[config.mk]
export PLATFORM = sky130hd
export DESIGN_NAME = cdc_rr_collector
export DESIGN_NICKNAME = d
export VERILOG_FILES = /design/src/rtl/cdc_pkg.sv /design/src/rtl/cdc_en_capture.sv /design/src/rtl/cdc_rr_collector.sv
export SDC_FILE = /design/constraint.sdc
export NUM_CORES = 1
export LEC_CHECK = 0
export CAP_MARGIN = 20
export CORE_MARGIN = 2
export CORE_UTILIZATION = 56
export DETAILED_ROUTE_END_ITERATION = 6
export PLACE_DENSITY = 0.89
export SLEW_MARGIN = 15
export SYNTH_ARGS = -nofsm -noshare
export SYNTH_HDL_FRONTEND = slang
export SYNTH_SLANG_ARGS = --single-unit
[constraint.sdc]
create_clock -name clk2 -period 5.2 [get_ports clk2]
set_input_delay 1.04 -clock clk2 [delete_from_list [all_inputs] [get_ports clk2]]
set_output_delay 1.04 -clock clk2 [all_outputs]
set_load 0.03 [all_outputs]
[src/rtl/cdc_pkg.sv]
// Shared constants, types and helpers for the clk1->clk2 round-robin collector.
package cdc_pkg;

    localparam int CDC_SYNC_MIN = 3;

    typedef enum logic {
        OUT_EMPTY = 1'b0,
        OUT_FULL  = 1'b1
    } out_state_e;

    function automatic int chan_w(input int nch);
        return (nch > 1) ? $clog2(nch) : 1;
    endfunction

endpackage

[src/rtl/cdc_en_capture.sv]
// One slow-domain channel: din_en synchroniser, rising-edge detect, word holding
// register and the pending / sticky overrun flags seen by the arbiter.
module cdc_en_capture
    import cdc_pkg::*;
#(
    parameter int DW   = 32,
    parameter int SYNC = 3
)
(
    input  logic          clk2,
    input  logic          rstn,
    input  logic [DW-1:0] i_din,
    input  logic          i_din_en,
    input  logic          i_grant,
    input  logic          i_ovf_clr,
    output logic [DW-1:0] o_hold,
    output logic          o_pend,
    output logic          o_ovf
);

    localparam int SYNC_D = (SYNC < CDC_SYNC_MIN) ? CDC_SYNC_MIN : SYNC;

    logic [SYNC_D-1:0] r_en_sync;
    logic [DW-1:0]     r_hold;
    logic              r_pend;
    logic              r_ovf;
    logic              w_pos;
    logic              w_take;

    assign w_pos = r_en_sync[SYNC_D-2] & ~r_en_sync[SYNC_D-1];
    // A new word may overwrite the holding register only when the slot is free
    // or the old word leaves through the arbiter on this very edge.
    assign w_take = w_pos & (~r_pend | i_grant);

    always_ff @(posedge clk2 or negedge rstn) begin
        if (!rstn) begin
            r_en_sync <= '0;
            r_hold    <= '0;
            r_pend    <= 1'b0;
            r_ovf     <= 1'b0;
        end else begin
            r_en_sync <= {r_en_sync[SYNC_D-2:0], i_din_en};
            if (w_take)
                r_hold <= i_din;
            if (w_pos)
                r_pend <= 1'b1;
            else if (i_grant)
                r_pend <= 1'b0;
            if (w_pos && !w_take)
                r_ovf <= 1'b1;
            else if (i_ovf_clr)
                r_ovf <= 1'b0;
        end
    end

    assign o_hold = r_hold;
    assign o_pend = r_pend;
    assign o_ovf  = r_ovf;

endmodule

[src/rtl/cdc_rr_collector.sv]
// Collects NCH slow-domain words into one clk2 valid/ready stream tagged with the
// source channel, draining pending channels in rotating-priority order.
module cdc_rr_collector
    import cdc_pkg::*;
#(
    parameter  int NCH  = 4,
    parameter  int DW   = 32,
    parameter  int SYNC = 3,
    localparam int CW   = chan_w(NCH)
)
(
    input  logic            clk2,
    input  logic            rstn,
    input  logic [NCH*DW-1:0] din,
    input  logic [NCH-1:0]  din_en,
    output logic            m_valid,
    input  logic            m_ready,
    output logic [DW-1:0]   m_data,
    output logic [CW-1:0]   m_chan,
    output logic [NCH-1:0]  ovf,
    input  logic [NCH-1:0]  ovf_clr
);

    logic [DW-1:0]  w_hold [NCH];
    logic [NCH-1:0] w_pend;
    logic [NCH-1:0] w_grant;
    logic [CW-1:0]  w_gnt_idx;
    logic           w_gnt_found;
    logic           w_load;
    logic           w_fire;

    out_state_e     r_state;
    logic           r_valid;
    logic [DW-1:0]  r_data;
    logic [CW-1:0]  r_chan;
    logic [CW-1:0]  r_rr_ptr;

    for (genvar c = 0; c < NCH; c++) begin : g_chan
        cdc_en_capture #(
            .DW   (DW),
            .SYNC (SYNC)
        ) u_cap (
            .clk2      (clk2),
            .rstn      (rstn),
            .i_din     (din[c*DW +: DW]),
            .i_din_en  (din_en[c]),
            .i_grant   (w_grant[c]),
            .i_ovf_clr (ovf_clr[c]),
            .o_hold    (w_hold[c]),
            .o_pend    (w_pend[c]),
            .o_ovf     (ovf[c])
        );
        assign w_grant[c] = w_fire & (w_gnt_idx == CW'(c));
    end

    // Scan from the farthest offset down so the nearest pending channel at or
    // above rr_ptr is the last (winning) assignment.
    always_comb begin
        logic [CW:0] w_sum;
        w_gnt_idx   = '0;
        w_gnt_found = 1'b0;
        w_sum       = '0;
        for (int i = NCH - 1; i >= 0; i--) begin
            w_sum = {1'b0, r_rr_ptr} + (CW+1)'(i);
            if (w_sum >= (CW+1)'(NCH))
                w_sum = w_sum - (CW+1)'(NCH);
            if (w_pend[w_sum[CW-1:0]]) begin
                w_gnt_idx   = w_sum[CW-1:0];
                w_gnt_found = 1'b1;
            end
        end
    end

    assign w_load = (r_state == OUT_EMPTY) || m_ready;
    assign w_fire = w_load && w_gnt_found;

    always_ff @(posedge clk2 or negedge rstn) begin
        if (!rstn) begin
            r_state  <= OUT_EMPTY;
            r_valid  <= 1'b0;
            r_data   <= '0;
            r_chan   <= '0;
            r_rr_ptr <= '0;
        end else begin
            if (w_fire) begin
                r_state  <= OUT_FULL;
                r_valid  <= 1'b1;
                r_data   <= w_hold[w_gnt_idx];
                r_chan   <= w_gnt_idx;
                r_rr_ptr <= (w_gnt_idx == CW'(NCH - 1)) ? '0 : w_gnt_idx + CW'(1);
            end else begin
                case (r_state)
                    OUT_FULL: begin
                        if (m_ready) begin
                            r_state <= OUT_EMPTY;
                            r_valid <= 1'b0;
                        end
                    end
                    default: begin
                        r_state <= OUT_EMPTY;
                        r_valid <= 1'b0;
                    end
                endcase
            end
        end
    end

    assign m_valid = r_valid;
    assign m_data  = r_data;
    assign m_chan  = r_chan;

endmodule
==> impl_metrics.toml <==
[timing]
finalClockSkew_ns = 0.007814
hold_violations = 0
finalSetupViolCount = 0
finalSetupTns_ns = 0
min_period_over_period = 0.7147
worst_pin_slew_ns = 1.168
report.final.slew_viol_count = 0
max_freq_ghz = 0.2691
rsz0062_at_grt = "false"
maxSlewHeadroom = 0.2214
period_needed_ns = 3.716

[synth]
synthArstFlopShare = 1.000
postSynthAreaPerCell_um2 = 11.34
synth_edf_count = 0
yosys_warnings = 0
ys_types = 38
yosysSeqAreaShare = 0.5401
synth_area_leaders = "dfrtp_1 (54%), mux2_2 (12%), mux2i_1 (7.4%)"
netlist.area_leader.share = 0.5401
syn_nets = 900
yosys.area.top_type = "dfrtp_1"
synthFlopType = "dfrtp_1"
ys_ff_latch = 186
synthesis.area_mm2 = 0.008617
synthCells = 760

[setup_path]
r2r_start = "g_chan[1].u_cap.o_pend$_DFFE_PN0P_"
crit_type = "flop to flop"
worst_ep_required_time_ns = 5.51
cp_slowest_cell = "a21oi_4"
reg2reg_slack_ns = 1.48
crit_start = "g_chan[1].u_cap.o_pend$_DFFE_PN0P_"
reg2reg_to = "g_chan[3].u_cap.o_hold[16]$_DFFE_PN0P_"
cp_max_fo = 37
critPathCaptureType = "flop"
cp.arrival_ns = 4.03
worstPathCellList = "inv_2 -> a311oi_1 -> or2_1 -> inv_2 -> ha_1 -> nand2_1 -> a21oi_4 -> buf_4 -> mux2_2"
crit_top_cell = "inv_2"
endpoint = "g_chan[3].u_cap.o_hold[16]$_DFFE_PN0P_"
rr_worst_depth = 9
cp-start-kind = "flop"
slowest_delay_ns = 0.52

[global_route]
grt_max_degree = 124
grt_pass1_vias = 6693
overflow = 0
track_usage = 0.2707
grt_first_pass_wirelength_um = 34440
antenna_found_initial = 1

[cells_and_area]
syn2layout_area_growth_pct = 28.47
drive_gt1_frac = 0.1663
final_area_mm2 = 0.01107
nNetsFinal = 1047

[place]
place_area_mm2 = 0.01042
gp_congestion = 0.8010
place_hpwl_um = 13980
portBuffers = 177

[die]
io-pin-count = 178
rows = 45
coreArea_mm2 = 0.01515
start_util = 0.5689
die_area_mm2 = 0.01640
die_w_um = 128.0
die_h_um = 128.0

[pwr]
ir_worst_vdd_mv = 0.3681
powerDensity_mw_per_mm2 = 655.1
power.leakage_uw = 0.004714

[detailed_routing]
firstDrtPassIters = 5
drc_errors = 0
vias = 6676
viasPerCell = 6.020
routedWlPerCell_um = 19.37
drt_wl_total_um = 21480
drt-initial-drc-count = 493
drtAntennaViolNets = 0

[cts]
clock_path_buffers = 2
clock-sinks = 186
cts_tree = "yes"
cts_setup_buffers = 0
cts-root-buf = "clkbuf_16"
cts_resized = 0
cts.htree.levels = 4
cts_made_buffers = 17
clock_latency_ns = 0.43
postCtsHoldBufs = 0
clk_pin_slew_ns = 0.07

[flow_run]
maxCapViolCount = 0

[outcome]
outcome = "finished, final reports clean"

[min_path]
hold_class = "flop to flop"
[cell families (layout without fill, tap and decap cells)]
kind of cell	Yosys count	after routing	share of synthesized area
other cells	0	1	0
flops	186	186	0.5401
mux	161	161	0.2011
compound gates	112	112	0.09090
buf+inv	72	232	0.04327
simple gates	228	228	0.1231
fa+ha+maj	1	1	0.001452
[stage by stage]
step | hold slack (ns) | cells | setup slack, ns | utilization | total power [uW]
3_3_place_gp | 0.3319 | 1074 | 1.506 | 0.6877 | 5766
5_1_grt | 0.3722 | 1108 | 1.263 | 0.7308 | 7691
4_1_cts | 0.3517 | 1106 | 1.495 | 0.7276 | 7260
6_report | 0.3506 | 1109 | 1.484 | 0.7309 | 7253
2_1_floorplan | 0.3312 | 760 | 2.553 | - | 4936
3_5_place_dp | 0.3358 | 1074 | 1.347 | 0.6877 | 5899
[worst max-delay path: cells and delay by family (launching register included)]
kind / cells / cell delay [ns]
compound gates: 2 / 0.72
fa+ha+maj: 1 / 0.28
buf+inv: 3 / 1.39
flops: 1 / 0.41
mux: 1 / 0.39
simple gates: 2 / 0.39
[state kept, by name (all words and copies together) (netlist names), 2 cells and up]
name	count
g_chan.u_cap.o_hold	128
g_chan.u_cap.o_pend	4
g_chan.u_cap.r_en_sync	12
m_chan	2
g_chan.u_cap.o_ovf	4
m_data	32
r_rr_ptr	2
[layer usage]
layer / share of wire / global-route usage / vias up
met2: 0.49 / 0.4322 / 303
met4: 0.029 / 0.1041 / 0
met1: 0.41 / 0.3656 / 3264
met3: 0.071 / 0.05968 / 38
li1: - / - / 3071
met5: 0 / 0 / -
[layout make-up]
| class | instances | area (um2) |
|---|---|---|
| fillers | 1009 | 4075 |
| multi-input cells | 502 | 3622 |
| well taps | 188 | 235.2 |
| inverters | 8 | 30.03 |
| clock buffers | 17 | 425.4 |
| clock inverters | 15 | 178.9 |
| flip-flops and latches | 186 | 4656 |
| diodes | 1 | 2.502 |
| repair buffers | 192 | 1921 |
[Yosys cell counts, drive strengths merged, types with 2 or more instances]
master,n
nand4,32
mux2i,64
dfrtp,186
a31oi,33
clkbuf,36
o22ai,3
inv,8
buf,28
nand2,116
o221ai,33
mux2,97
nor2,2
nor2b,4
a21oi,3
nand3,64
nand2b,6
o21ai,33
[cells in the final DEF (no fill, tap or decap), types with 2 or more instances in the layout]
cell type	count
a21oi_4	2
a31oi_1	32
buf_4	13
bufinv_16	2
clkbuf_16	17
clkdlybuf4s50_1	176
clkinv_4	2
dfrtp_1	185
inv_1	5
inv_2	3
inv_6	5
inv_8	4
mux2_1	5
mux2_2	92
mux2i_1	64
nand2_1	116
nand2b_1	4
nand2b_2	2
nand3_1	64
nand4_1	32
nor2b_1	3
o21ai_0	33
o221ai_1	32
o22ai_1	3
[power breakdown]
part           internal, uW  total [uW]  switching [uW]
Clock                   730        1330             600
Combinational          1520        3320            1810
Sequential             2140        2600             465
Total                  4380        7250            2870
[how the worst min path moves through the flow]
stage,cells after the start,end,startpoint,slack [ns]
finish,0,g_chan[0].u_cap.r_en_sync[1]$_DFF_PN0_,g_chan[0].u_cap.r_en_sync[0]$_DFF_PN0_,0.35
global route,0,g_chan[0].u_cap.r_en_sync[1]$_DFF_PN0_,g_chan[0].u_cap.r_en_sync[0]$_DFF_PN0_,0.37
CTS,0,g_chan[0].u_cap.r_en_sync[1]$_DFF_PN0_,g_chan[0].u_cap.r_en_sync[0]$_DFF_PN0_,0.35
detailed placement,0,g_chan[0].u_cap.r_en_sync[1]$_DFF_PN0_,g_chan[0].u_cap.r_en_sync[0]$_DFF_PN0_,0.34
global placement,0,g_chan[0].u_cap.r_en_sync[1]$_DFF_PN0_,g_chan[0].u_cap.r_en_sync[0]$_DFF_PN0_,0.33
floorplan,0,g_chan[0].u_cap.r_en_sync[1]$_DFF_PN0_,g_chan[0].u_cap.r_en_sync[0]$_DFF_PN0_,0.33
(Power assumes the default switching activity.)
